==> src/rtl/cache_bridge_pkg.sv <==
// Shared types and constants for the cache-to-SDRAM bridge.
package cache_bridge_pkg;

  localparam int unsigned BURST_LEN = 8;
  localparam int unsigned CNT_W     = $clog2(BURST_LEN);

  typedef logic [1:0] ben_t;

  typedef enum logic [2:0] {
    StIdle,
    StRdReq,
    StRdCollect,
    StRdReplay,
    StWrReq,
    StWrHold
  } state_e;

endpackage

==> src/rtl/fill_buffer.sv <==
// Flop-based line buffer: one write port, one combinational read port, no reset.
module fill_buffer
  import cache_bridge_pkg::*;
#(
  parameter int unsigned Depth = BURST_LEN,
  parameter int unsigned DataW = 16
) (
  input  logic                     clk,
  input  logic                     wr_en,
  input  logic [$clog2(Depth)-1:0] wr_idx,
  input  logic [DataW-1:0]         wr_data,
  input  logic [$clog2(Depth)-1:0] rd_idx,
  output logic [DataW-1:0]         rd_data
);

  logic [DataW-1:0] mem_q [Depth];

  always_ff @(posedge clk) begin
    if (wr_en) begin
      mem_q[wr_idx] <= wr_data;
    end
  end

  assign rd_data = mem_q[rd_idx];

endmodule

==> src/rtl/cache_sdram_bridge.sv <==
// Bridge between the cache SDRAM port and the SDRAM controller: fill bursts are buffered
// and replayed gap-free. Define WRITE_POST_EN to acknowledge writes before sd_ack.
module cache_sdram_bridge
  import cache_bridge_pkg::*;
#(
  parameter int unsigned ADDR_W    = 25,
  parameter int unsigned DATA_W    = 16,
  parameter int unsigned BURST_LEN = cache_bridge_pkg::BURST_LEN
) (
  input  logic              clk,
  input  logic              reset,
  input  logic              cache_req,
  input  logic              cache_rw,
  input  logic [ADDR_W-1:0] cache_addr,
  input  ben_t              cache_ben,
  input  logic [DATA_W-1:0] data_from_cache,
  output logic              cache_fill,
  output logic [DATA_W-1:0] data_to_cache,
  output logic              cache_wrack,
  output logic              sd_req,
  output logic              sd_rw,
  output logic [ADDR_W-1:0] sd_addr,
  output logic [DATA_W-1:0] sd_wdata,
  output ben_t              sd_ben,
  input  logic              sd_ack,
  input  logic              sd_dvalid,
  input  logic [DATA_W-1:0] sd_rdata
);

  localparam int unsigned CntW = $clog2(BURST_LEN);

  state_e            state_q, state_d;
  logic [CntW-1:0]   cnt_q, cnt_d;
  logic [CntW-1:0]   rep_q, rep_d;
  logic              sd_req_q, sd_req_d;
  logic              sd_rw_q, sd_rw_d;
  logic [ADDR_W-1:0] sd_addr_q, sd_addr_d;
  logic [DATA_W-1:0] sd_wdata_q, sd_wdata_d;
  ben_t              sd_ben_q, sd_ben_d;
  logic              fill_q, fill_d;
  logic [DATA_W-1:0] data_q, data_d;
  logic              wrack_q, wrack_d;
  logic              buf_we;
  logic [DATA_W-1:0] buf_rdata;
`ifdef WRITE_POST_EN
  logic              ack_seen_q, ack_seen_d;
`endif

  fill_buffer #(
    .Depth (BURST_LEN),
    .DataW (DATA_W)
  ) u_fill_buffer (
    .clk     (clk),
    .wr_en   (buf_we),
    .wr_idx  (cnt_q),
    .wr_data (sd_rdata),
    .rd_idx  (rep_q),
    .rd_data (buf_rdata)
  );

  always_comb begin
    state_d    = state_q;
    cnt_d      = cnt_q;
    rep_d      = rep_q;
    sd_req_d   = sd_req_q;
    sd_rw_d    = sd_rw_q;
    sd_addr_d  = sd_addr_q;
    sd_wdata_d = sd_wdata_q;
    sd_ben_d   = sd_ben_q;
    fill_d     = 1'b0;
    data_d     = data_q;
    wrack_d    = wrack_q;
    buf_we     = 1'b0;
`ifdef WRITE_POST_EN
    ack_seen_d = ack_seen_q;
`endif
    unique case (state_q)
      StIdle: begin
        if (cache_req) begin
          sd_addr_d  = cache_addr;
          sd_wdata_d = data_from_cache;
          sd_ben_d   = cache_ben;
          sd_req_d   = 1'b1;
          sd_rw_d    = cache_rw;
          cnt_d      = '0;
          state_d    = cache_rw ? StRdReq : StWrReq;
`ifdef WRITE_POST_EN
          wrack_d    = ~cache_rw;
          ack_seen_d = 1'b0;
`endif
        end
      end
      StRdReq, StRdCollect: begin
        if (state_q == StRdReq && sd_ack) begin
          sd_req_d = 1'b0;
          state_d  = StRdCollect;
        end
        if (sd_dvalid) begin
          buf_we = 1'b1;
          cnt_d  = cnt_q + CntW'(1);
          if (cnt_q == CntW'(BURST_LEN - 1)) begin
            // Word 0 was written long ago, so it can be presented with the strobe.
            sd_req_d = 1'b0;
            fill_d   = 1'b1;
            data_d   = buf_rdata;
            rep_d    = CntW'(1);
            state_d  = StRdReplay;
          end
        end
      end
      StRdReplay: begin
        if (rep_q == '0) begin
          state_d = StIdle;
        end else begin
          data_d = buf_rdata;
          rep_d  = rep_q + CntW'(1);
        end
      end
`ifdef WRITE_POST_EN
      StWrReq: begin
        wrack_d = cache_req;
        if (sd_ack) begin
          sd_req_d   = 1'b0;
          ack_seen_d = 1'b1;
        end
        if ((ack_seen_q || sd_ack) && !cache_req) begin
          state_d = StWrHold;
        end
      end
`else
      StWrReq: begin
        if (sd_ack) begin
          sd_req_d = 1'b0;
          wrack_d  = 1'b1;
          state_d  = StWrHold;
        end
      end
`endif
      StWrHold: begin
        wrack_d = cache_req;
        if (!cache_req) begin
          state_d = StIdle;
        end
      end
      default: state_d = StIdle;
    endcase
  end

  always_ff @(posedge clk or negedge reset) begin
    if (!reset) begin
      state_q    <= StIdle;
      cnt_q      <= '0;
      rep_q      <= '0;
      sd_req_q   <= 1'b0;
      sd_rw_q    <= 1'b1;
      sd_addr_q  <= '0;
      sd_wdata_q <= '0;
      sd_ben_q   <= '0;
      fill_q     <= 1'b0;
      data_q     <= '0;
      wrack_q    <= 1'b0;
`ifdef WRITE_POST_EN
      ack_seen_q <= 1'b0;
`endif
    end else begin
      state_q    <= state_d;
      cnt_q      <= cnt_d;
      rep_q      <= rep_d;
      sd_req_q   <= sd_req_d;
      sd_rw_q    <= sd_rw_d;
      sd_addr_q  <= sd_addr_d;
      sd_wdata_q <= sd_wdata_d;
      sd_ben_q   <= sd_ben_d;
      fill_q     <= fill_d;
      data_q     <= data_d;
      wrack_q    <= wrack_d;
`ifdef WRITE_POST_EN
      ack_seen_q <= ack_seen_d;
`endif
    end
  end

  assign cache_fill    = fill_q;
  assign data_to_cache = data_q;
  assign cache_wrack   = wrack_q;
  assign sd_req        = sd_req_q;
  assign sd_rw         = sd_rw_q;
  assign sd_addr       = sd_addr_q;
  assign sd_wdata      = sd_wdata_q;
  assign sd_ben        = sd_ben_q;

endmodule

==> config.mk <==
export PLATFORM = sky130hd
export DESIGN_NAME = cache_sdram_bridge
export DESIGN_NICKNAME = d
export VERILOG_FILES = /design/src/rtl/cache_bridge_pkg.sv /design/src/rtl/fill_buffer.sv /design/src/rtl/cache_sdram_bridge.sv
export SDC_FILE = /design/constraint.sdc
export NUM_CORES = 1
export LEC_CHECK = 0
export CORE_UTILIZATION = 26
export CTS_CLUSTER_SIZE = 16
export DETAILED_ROUTE_END_ITERATION = 12
export PLACE_DENSITY = 0.47
export SLEW_MARGIN = 30
export SYNTH_ARGS = -nofsm -noshare
export SYNTH_HDL_FRONTEND = slang
export SYNTH_SLANG_ARGS = --single-unit
==> constraint.sdc <==
create_clock -name clk -period 7.3 [get_ports clk]
set_clock_uncertainty 0.05 [all_clocks]
set_input_delay 1.825 -clock clk [delete_from_list [all_inputs] [get_ports clk]]
set_output_delay 1.825 -clock clk [all_outputs]
set_load 0.005 [all_outputs]
==> impl_metrics.sql, run 1 <==
INSERT INTO impl_metrics (metric_group, metric, value, unit) VALUES
('final_layout', 'insertedDiodeCount', '0', ''),
('power_and_ir_drop', 'ir_drop', '0.205', 'mV'),
('synthesis', 'sequential_to_total_area_share_from_yosys_stat', '0.727', ''),
('sta', 'post-route-period-util', '0.536', ''),
('global_route', 'grt_antenna_before_repair', '0', ''),
('clock_network', 'cts_repair_resize_count', '0', ''),
('synthesis', 'avgSynthCellArea', '17.7', 'um2'),
('outcome', 'result_of_the_run', 'finished clean', ''),
('synthesis', 'flip_flop_cell_with_the_highest_count_after_synthesis', 'sky130_fd_sc_hd__edfxtp_1', ''),
('sta', 'period_minus_ws_final', '3.91', 'ns'),
('sta', 'final_max_slew_viol_count', '0', ''),
('routing', 'first_pass_iters', '4', ''),
('worst_setup_path', 'largest_stage_delay_on_the_critical_path', '0.57', 'ns'),
('sta', 'fin_tns_setup', '0', 'ns'),
('final_layout', 'layout.filler_cells', '2776', ''),
('synthesis', 'synth_enable_flop_cells', '128', ''),
('global_route', 'grt_pass1_wl', '26700', 'um'),
('worst_setup_path', 'regToRegEndpoint', 'data_to_cache[14]', ''),
('clock_network', 'cts.repair_timing.setup_buffer_count', '0', ''),
('global_route', 'grt_use_total', '0.116', ''),
('worst_setup_path', 'cp_slowest_cell', 'sky130_fd_sc_hd__clkdlybuf4s50_1', ''),
('synthesis', 'post_synth_instance_area', '7770', 'um2'),
('placed_design', 'gp_congestion', '0.756', ''),
('worst_setup_path', 'timing_worst_setup_path_type', 'in2reg', ''),
('worst_setup_path', 'worst-endpoint-arrival', '3.99', 'ns'),
('sta', 'max_slew_margin', '0.384', ''),
('floorplan', 'die_area', '30600', 'um2'),
('floorplan', 'die_height', '175', 'um'),
('worst_setup_path', 'path_delay_family', 'simple AND/OR/NAND/NOR gates', ''),
('sta', 'finalHoldViolations', '0', ''),
('worst_setup_path', 'critical_path.endpoint_type', 'flop', ''),
('final_layout', 'layout.cells.most_common_list', '128 x sky130_fd_sc_hd__edfxtp_1, 126 x sky130_fd_sc_hd__clkdlybuf4s50_1, 70 x sky130_fd_sc_hd__dfrtp_1, 41 x sky130_fd_sc_hd__nand2_1, 38 x sky130_fd_sc_hd__mux2_2', ''),
('clock_network', 'cts.htree.levels', '4', ''),
('synthesis', 'ys_seq_elements', '200', ''),
('synthesis', 'synthCells', '438', ''),
('routing', 'drt-initial-drc-count', '196', ''),
('worst_setup_path', 'crit_path_start_kind', 'primary input', ''),
('floorplan', 'die_width', '175', 'um'),
('sta', 'report.final.setup_viol', '0', ''),
('clock_network', 'clk-insertion-delay-late', '0.43', 'ns'),
('synthesis', 'proportion_of_synthesized_flip_flops_having_asynchronous_set_or_reset', '0.360', ''),
('floorplan', 'core.rowCount', '62', ''),
('floorplan', 'boundaryPins', '128', ''),
('clock_network', 'ctsHoldBuffers', '0', ''),
('clock_network', 'clock_path_buffers', '2', ''),
('final_layout', 'multi_input_comb_area', '2010', 'um2'),
('min_path', 'hold_path_startpoint', 'sd_addr[22]', ''),
('floorplan', 'effective_utilization_at_floorplan', '0.267', ''),
('sta', 'timing_worst_slew_pin_value', '0.920', 'ns'),
('clock_network', 'cts-buffers-inserted', '17', ''),
('routing', 'postRouteWirelength', '17200', 'um'),
('final_layout', 'finish.net_count', '636', ''),
('final_layout', 'final_layout_size_suffix_gt1_frac', '0.210', ''),
('min_path', 'min_delay_worst_endpoint', 'sd_addr[22]', ''),
('final_layout', 'area.sequential', '5650', 'um2'),
('synthesis', 'synthDistinctLibCells', '38', ''),
('floorplan', 'floorplan.core_area', '29100', 'um2'),
('power_and_ir_drop', 'report.power.total', '0.00378', 'W'),
('sta', 'hold_slack', '0.440', 'ns'),
('sta', 'fmax', '256', 'MHz'),
('clock_network', 'clkTransAtPathRegs', '0.08', 'ns'),
('worst_setup_path', 'worst_case_reg_to_reg_path_depth', '8', ''),
('worst_setup_path', 'critical_path_peak_fanout', '9', ''),
('worst_setup_path', 'critPathLaunch', 'sd_dvalid', ''),
('synthesis', 'postSynthNetCount', '507', ''),
('global_route', 'grt_overflow_total', '0', ''),
('routing', 'routedWlPerCell', '17.9', 'um'),
('routing', 'ant_nets', '0', ''),
('final_layout', 'most_common_cell_after_layout_fill_and_taps_aside', 'sky130_fd_sc_hd__edfxtp_1', ''),
('flow_run', 'max_cap_violations', '0', ''),
('worst_setup_path', 'ff2ff_setup_slack', '4.52', 'ns');
==> cell type report <==
| class | instances | share of cell area |
|---|---|---|
| Tap cell | 384 | 0.0476 |
| Timing Repair Buffer | 132 | 0.130 |
| Sequential cell | 200 | 0.560 |
| Clock buffer | 17 | 0.0422 |
| Inverter | 6 | 0.00223 |
| Multi-Input combinational cell | 210 | 0.199 |
| Clock inverter | 15 | 0.0187 |
==> synthesized netlist by cell type (5+ instances only) <==
cell | instances | area (um2)
sky130_fd_sc_hd__buf_6 | 6 | 67.6
sky130_fd_sc_hd__buf_4 | 5 | 37.5
sky130_fd_sc_hd__nor3_1 | 5 | 25.0
sky130_fd_sc_hd__a31oi_1 | 16 | 100
sky130_fd_sc_hd__nor2_1 | 28 | 105
sky130_fd_sc_hd__nand2_1 | 41 | 154
sky130_fd_sc_hd__mux4_2 | 32 | 721
sky130_fd_sc_hd__mux2_2 | 38 | 428
sky130_fd_sc_hd__edfxtp_1 | 128 | 3840
sky130_fd_sc_hd__a21oi_1 | 6 | 30.0
sky130_fd_sc_hd__mux2_1 | 6 | 67.6
sky130_fd_sc_hd__buf_2 | 6 | 30.0
sky130_fd_sc_hd__clkbuf_1 | 5 | 18.8
sky130_fd_sc_hd__dfrtp_1 | 71 | 1780
==> per-stage QoR <==
step | instance area (um2) | setup WS [ns] | utilization | std cells
after floorplan | 7770 | 3.34 | - | 438
after global placement | 9440 | 2.98 | 0.324 | 932
after detailed placement | 9440 | 2.92 | 0.325 | 932
after CTS | 10100 | 3.36 | 0.346 | 964
after global routing | 10100 | 3.21 | 0.347 | 964
final | 10100 | 3.39 | 0.347 | 964
==> worst max path at each step <==
stage,end,slack (ns),cells past startpoint
3_3_place_gp,u_fill_buffer.mem_q[4][7],2.98,4
6_report,u_fill_buffer.mem_q[0][15],3.39,5
2_1_floorplan,u_fill_buffer.mem_q[0][0],3.34,3
3_5_place_dp,u_fill_buffer.mem_q[4][10],2.92,4
4_1_cts,u_fill_buffer.mem_q[4][12],3.36,4
5_1_grt,u_fill_buffer.mem_q[0][15],3.21,5
==> cells by family (layout without fill, tap and decap cells) <==
kind of cell / Yosys count / in the layout / synth area share
flops: 200 / 200 / 0.727
simple gates: 91 / 91 / 0.0509
mux: 77 / 77 / 0.158
compound gates: 36 / 36 / 0.0324
buf+inv: 28 / 170 / 0.0227
fa+ha+maj: 4 / 4 / 0.00644
xor+xnor: 2 / 2 / 0.00322
==> routing by layer <==
layer | vias to the layer above | GRT usage | part of all wire
met5 | - | 0 | 0
met4 | 0 | 0.0304 | 0.0086
met3 | 11 | 0.0298 | 0.053
met2 | 148 | 0.183 | 0.46
met1 | 2215 | 0.160 | 0.48
li1 | 1935 | - | -
==> state kept, by name, indices dropped and copies added, names as in the netlist <==
| register | flops |
|---|---|
| data_to_cache | 16 |
| cache_fill | 1 |
| sd_rw | 1 |
| sd_wdata | 16 |
| u_fill_buffer.mem_q | 128 |
| rep_q | 3 |
| cnt_q | 3 |
| state_q | 3 |
| cache_wrack | 1 |
| sd_ben | 2 |
| sd_req | 1 |
| sd_addr | 25 |
==> power breakdown <==
part           switching, W  internal [W]  total [W]  leakage (nW)
combinational      0.000532      0.000707    0.00124          1.19
clock              0.000480      0.000471   0.000951         0.297
sequential         0.000138       0.00146    0.00159          1.99
total               0.00115       0.00263    0.00378          3.47
No activity file was read; power rests on OpenSTA's default activity.
==> run 2: changes to the inputs <==
==> constraint.sdc (replaced) <==
create_clock -name clk -period 3.8 [get_ports clk]
set_clock_uncertainty 0.05 [all_clocks]
set_input_delay 0.95 -clock clk [delete_from_list [all_inputs] [get_ports clk]]
set_output_delay 0.95 -clock clk [all_outputs]
set_load 0.005 [all_outputs]
==> run 2 against run 1 <==
Hold slack got worse by 0.0046 ns. Setup slack got worse by 2.1 ns. Combinational power increased by 85%. Cell area increased by 0.36%. Non-clock buffer count increased by 13.
==> impl_metrics.sql, run 2 (synthesized netlist as in run 1, its figures left out) <==
INSERT INTO impl_metrics (metric_group, metric, value, unit) VALUES
('floorplan', 'die_width', '175', 'um'),
('sta', 'grt_setup_unrepaired', 'false', ''),
('routing', 'drt-initial-drc-count', '122', ''),
('min_path', 'holdCritPathClass', 'reg2reg', ''),
('routing', 'route.vias.total', '4318', ''),
('worst_setup_path', 'worst-endpoint-arrival', '2.57', 'ns'),
('global_route', 'first_global_vias', '4534', ''),
('floorplan', 'effective_utilization_at_floorplan', '0.267', ''),
('placed_design', 'half_perimeter_wire_length_after_detailed_placement', '10800', 'um'),
('min_path', 'min_delay_path_depth', '1', ''),
('clock_network', 'cts_root_buffer', 'sky130_fd_sc_hd__clkbuf_16', ''),
('worst_setup_path', 'worst_case_reg_to_reg_path_depth', '4', ''),
('final_layout', 'most_common_cell_after_layout_fill_and_taps_aside', 'sky130_fd_sc_hd__edfxtp_1', ''),
('worst_setup_path', 'critical_path.endpoint_type', 'flop', ''),
('power_and_ir_drop', 'power.density_cell_area', '709', 'nW/um2'),
('routing', 'ant_nets', '0', ''),
('routing', 'via_per_inst', '4.42', ''),
('clock_network', 'cts.repair_timing.setup_buffer_count', '0', ''),
('power_and_ir_drop', 'seqPwrFrac', '0.436', ''),
('clock_network', 'clk-insertion-delay-late', '0.44', 'ns'),
('global_route', 'grt_antenna_before_repair', '0', ''),
('power_and_ir_drop', 'pwr-share-clk', '0.246', ''),
('worst_setup_path', 'path_delay_family', 'buffers and inverters', ''),
('placed_design', 'placement.io_buffers', '127', ''),
('sta', 'report.final.setup_viol', '0', ''),
('worst_setup_path', 'ff2ff_setup_slack', '1.64', 'ns'),
('power_and_ir_drop', 'p_switching', '0.00213', 'W'),
('floorplan', 'die_area', '30600', 'um2'),
('sta', 'fmax', '399', 'MHz'),
('clock_network', 'clock_sinks', '200', ''),
('sta', 'final_max_slew_viol_count', '0', ''),
('final_layout', 'finish.net_count', '649', ''),
('global_route', 'grt_pass1_wl', '26200', 'um'),
('flow_run', 'max_cap_violations', '0', ''),
('floorplan', 'die_height', '175', 'um'),
('sta', 'fin_tns_setup', '0', 'ns'),
('worst_setup_path', 'critical_path_buf_inv_count', '2', ''),
('final_layout', 'final_layout_size_suffix_gt1_frac', '0.216', ''),
('sta', 'period_minus_ws_final', '2.50', 'ns'),
('outcome', 'result_of_the_run', 'finished clean', ''),
('clock_network', 'cts_repair_resize_count', '0', ''),
('sta', 'timing_worst_slew_pin_value', '0.769', 'ns'),
('routing', 'postRouteWirelength', '17000', 'um'),
('clock_network', 'tritoncts', 'yes', ''),
('final_layout', 'post_synthesis_to_final_layout_area_growth', '30.2', '%'),
('worst_setup_path', 'crit_chain', 'clkdlybuf4s50_1 > nand2b_1 > or3_1 > nor2_1 > buf_4', ''),
('worst_setup_path', 'critical_path_peak_fanout', '16', ''),
('floorplan', 'floorplan.core_area', '29100', 'um2'),
('routing', 'routedWlPerCell', '17.4', 'um'),
('clock_network', 'ctsHoldBuffers', '0', ''),
('final_layout', 'layout.cells.most_common_list', '128 x sky130_fd_sc_hd__edfxtp_1, 126 x sky130_fd_sc_hd__clkdlybuf4s50_1, 70 x sky130_fd_sc_hd__dfrtp_1, 41 x sky130_fd_sc_hd__nand2_1, 38 x sky130_fd_sc_hd__mux2_2', ''),
('global_route', 'grt_use_total', '0.115', ''),
('power_and_ir_drop', 'ir_drop', '0.288', 'mV'),
('worst_setup_path', 'r2r-start', 'rep_q[1]', ''),
('worst_setup_path', 'largest_stage_delay_on_the_critical_path', '0.56', 'ns'),
('worst_setup_path', 'worst-endpoint-required', '3.86', 'ns'),
('worst_setup_path', 'cp_slowest_cell', 'sky130_fd_sc_hd__clkdlybuf4s50_1', ''),
('sta', 'post-route-period-util', '0.659', ''),
('final_layout', 'largest_register', 'u_fill_buffer.mem_q', ''),
('final_layout', 'largest_reg_flops', '128', ''),
('min_path', 'min_delay_worst_endpoint', 'sd_addr[14]', ''),
('power_and_ir_drop', 'internal_power', '0.00505', 'W'),
('power_and_ir_drop', 'share_comb_of_total_power', '0.319', ''),
('final_layout', 'insertedDiodeCount', '0', ''),
('worst_setup_path', 'timing_worst_setup_path_type', 'in2reg', ''),
('placed_design', 'gp_congestion', '0.718', ''),
('sta', 'hold_slack', '0.436', 'ns'),
('sta', 'max_slew_margin', '0.488', ''),
('global_route', 'grt_start_max_net_pins', '73', ''),
('routing', 'drc', '0', ''),
('floorplan', 'boundaryPins', '128', ''),
('power_and_ir_drop', 'switching_share', '0.296', ''),
('clock_network', 'clock_path_buffers', '2', ''),
('global_route', 'grt_overflow_total', '0', ''),
('clock_network', 'clkTransAtPathRegs', '0.07', 'ns'),
('worst_setup_path', 'regToRegEndpoint', 'data_to_cache[13]', ''),
('clock_network', 'cts-buffers-inserted', '17', ''),
('power_and_ir_drop', 'power.static_leakage', '3.54', 'nW'),
('min_path', 'hold_path_startpoint', 'sd_addr[14]', ''),
('routing', 'first_pass_iters', '4', ''),
('worst_setup_path', 'crit_path_start_kind', 'primary input', ''),
('clock_network', 'cts.htree.levels', '4', ''),
('floorplan', 'core.rowCount', '62', ''),
('sta', 'finalHoldViolations', '0', '');
## run 2: how the worst max path moves through the flow
| stage | startpoint | to | slack [ns] | cells after the start |
|---|---|---|---|---|
| 4_1_cts | sd_dvalid | u_fill_buffer.mem_q[0][2] | 1.28 | 5 |
| 2_1_floorplan | sd_dvalid | u_fill_buffer.mem_q[0][0] | 0.71 | 3 |
| 5_1_grt | sd_dvalid | u_fill_buffer.mem_q[0][2] | 1.16 | 5 |
| 6_report | sd_dvalid | u_fill_buffer.mem_q[2][11] | 1.30 | 5 |
| 3_3_place_gp | sd_dvalid | u_fill_buffer.mem_q[4][10] | 0.85 | 5 |
| 3_5_place_dp | sd_dvalid | u_fill_buffer.mem_q[0][7] | 0.83 | 5 |
## run 2: worst reg2reg max path, cell delays in order, from the launching register on
cell and delay [ns]:
sky130_fd_sc_hd__dfrtp_2 0.67, sky130_fd_sc_hd__buf_4 0.53, sky130_fd_sc_hd__mux4_2 0.59, sky130_fd_sc_hd__nand2_1 0.10
sky130_fd_sc_hd__a31oi_1 0.09
## run 2: cell type report
type | instances | area, um2
timing repair buffer | 145 | 1420
inverter | 6 | 22.5
sequential | 200 | 5650
clock buffer | 17 | 425
multi-input combinational | 210 | 1960
fill | 2801 | 19000
tap | 384 | 480
clock inverter | 15 | 165
## run 2: through the flow
stage / cells / util / cell area [um2] / setup WS [ns] / power [W]
floorplan: 438 / - / 7770 / 0.712 / 0.00441
global placement: 945 / 0.327 / 9530 / 0.851 / 0.00548
detailed placement: 945 / 0.328 / 9530 / 0.833 / 0.00553
CTS: 977 / 0.348 / 10100 / 1.28 / 0.00732
global route: 977 / 0.348 / 10100 / 1.16 / 0.00761
finish: 977 / 0.348 / 10100 / 1.30 / 0.00718
## run 2: routing by layer
layer	vias to the layer above	global-route usage	wire length [um]
li1	1963	-	-
met1	2209	0.150	7920
met2	133	0.189	8080
met3	13	0.0313	842
met4	0	0.0290	156
met5	-	0	0
## run 2: power groups by stage
stage | logic, W | registers (W) | clock network, W
finish | 0.00229 | 0.00313 | 0.00176
global placement | 0.00231 | 0.00317 | 0
detailed placement | 0.00234 | 0.00319 | 0
floorplan | 0.00134 | 0.00307 | 0
global route | 0.00251 | 0.00320 | 0.00190
CTS | 0.00235 | 0.00314 | 0.00183
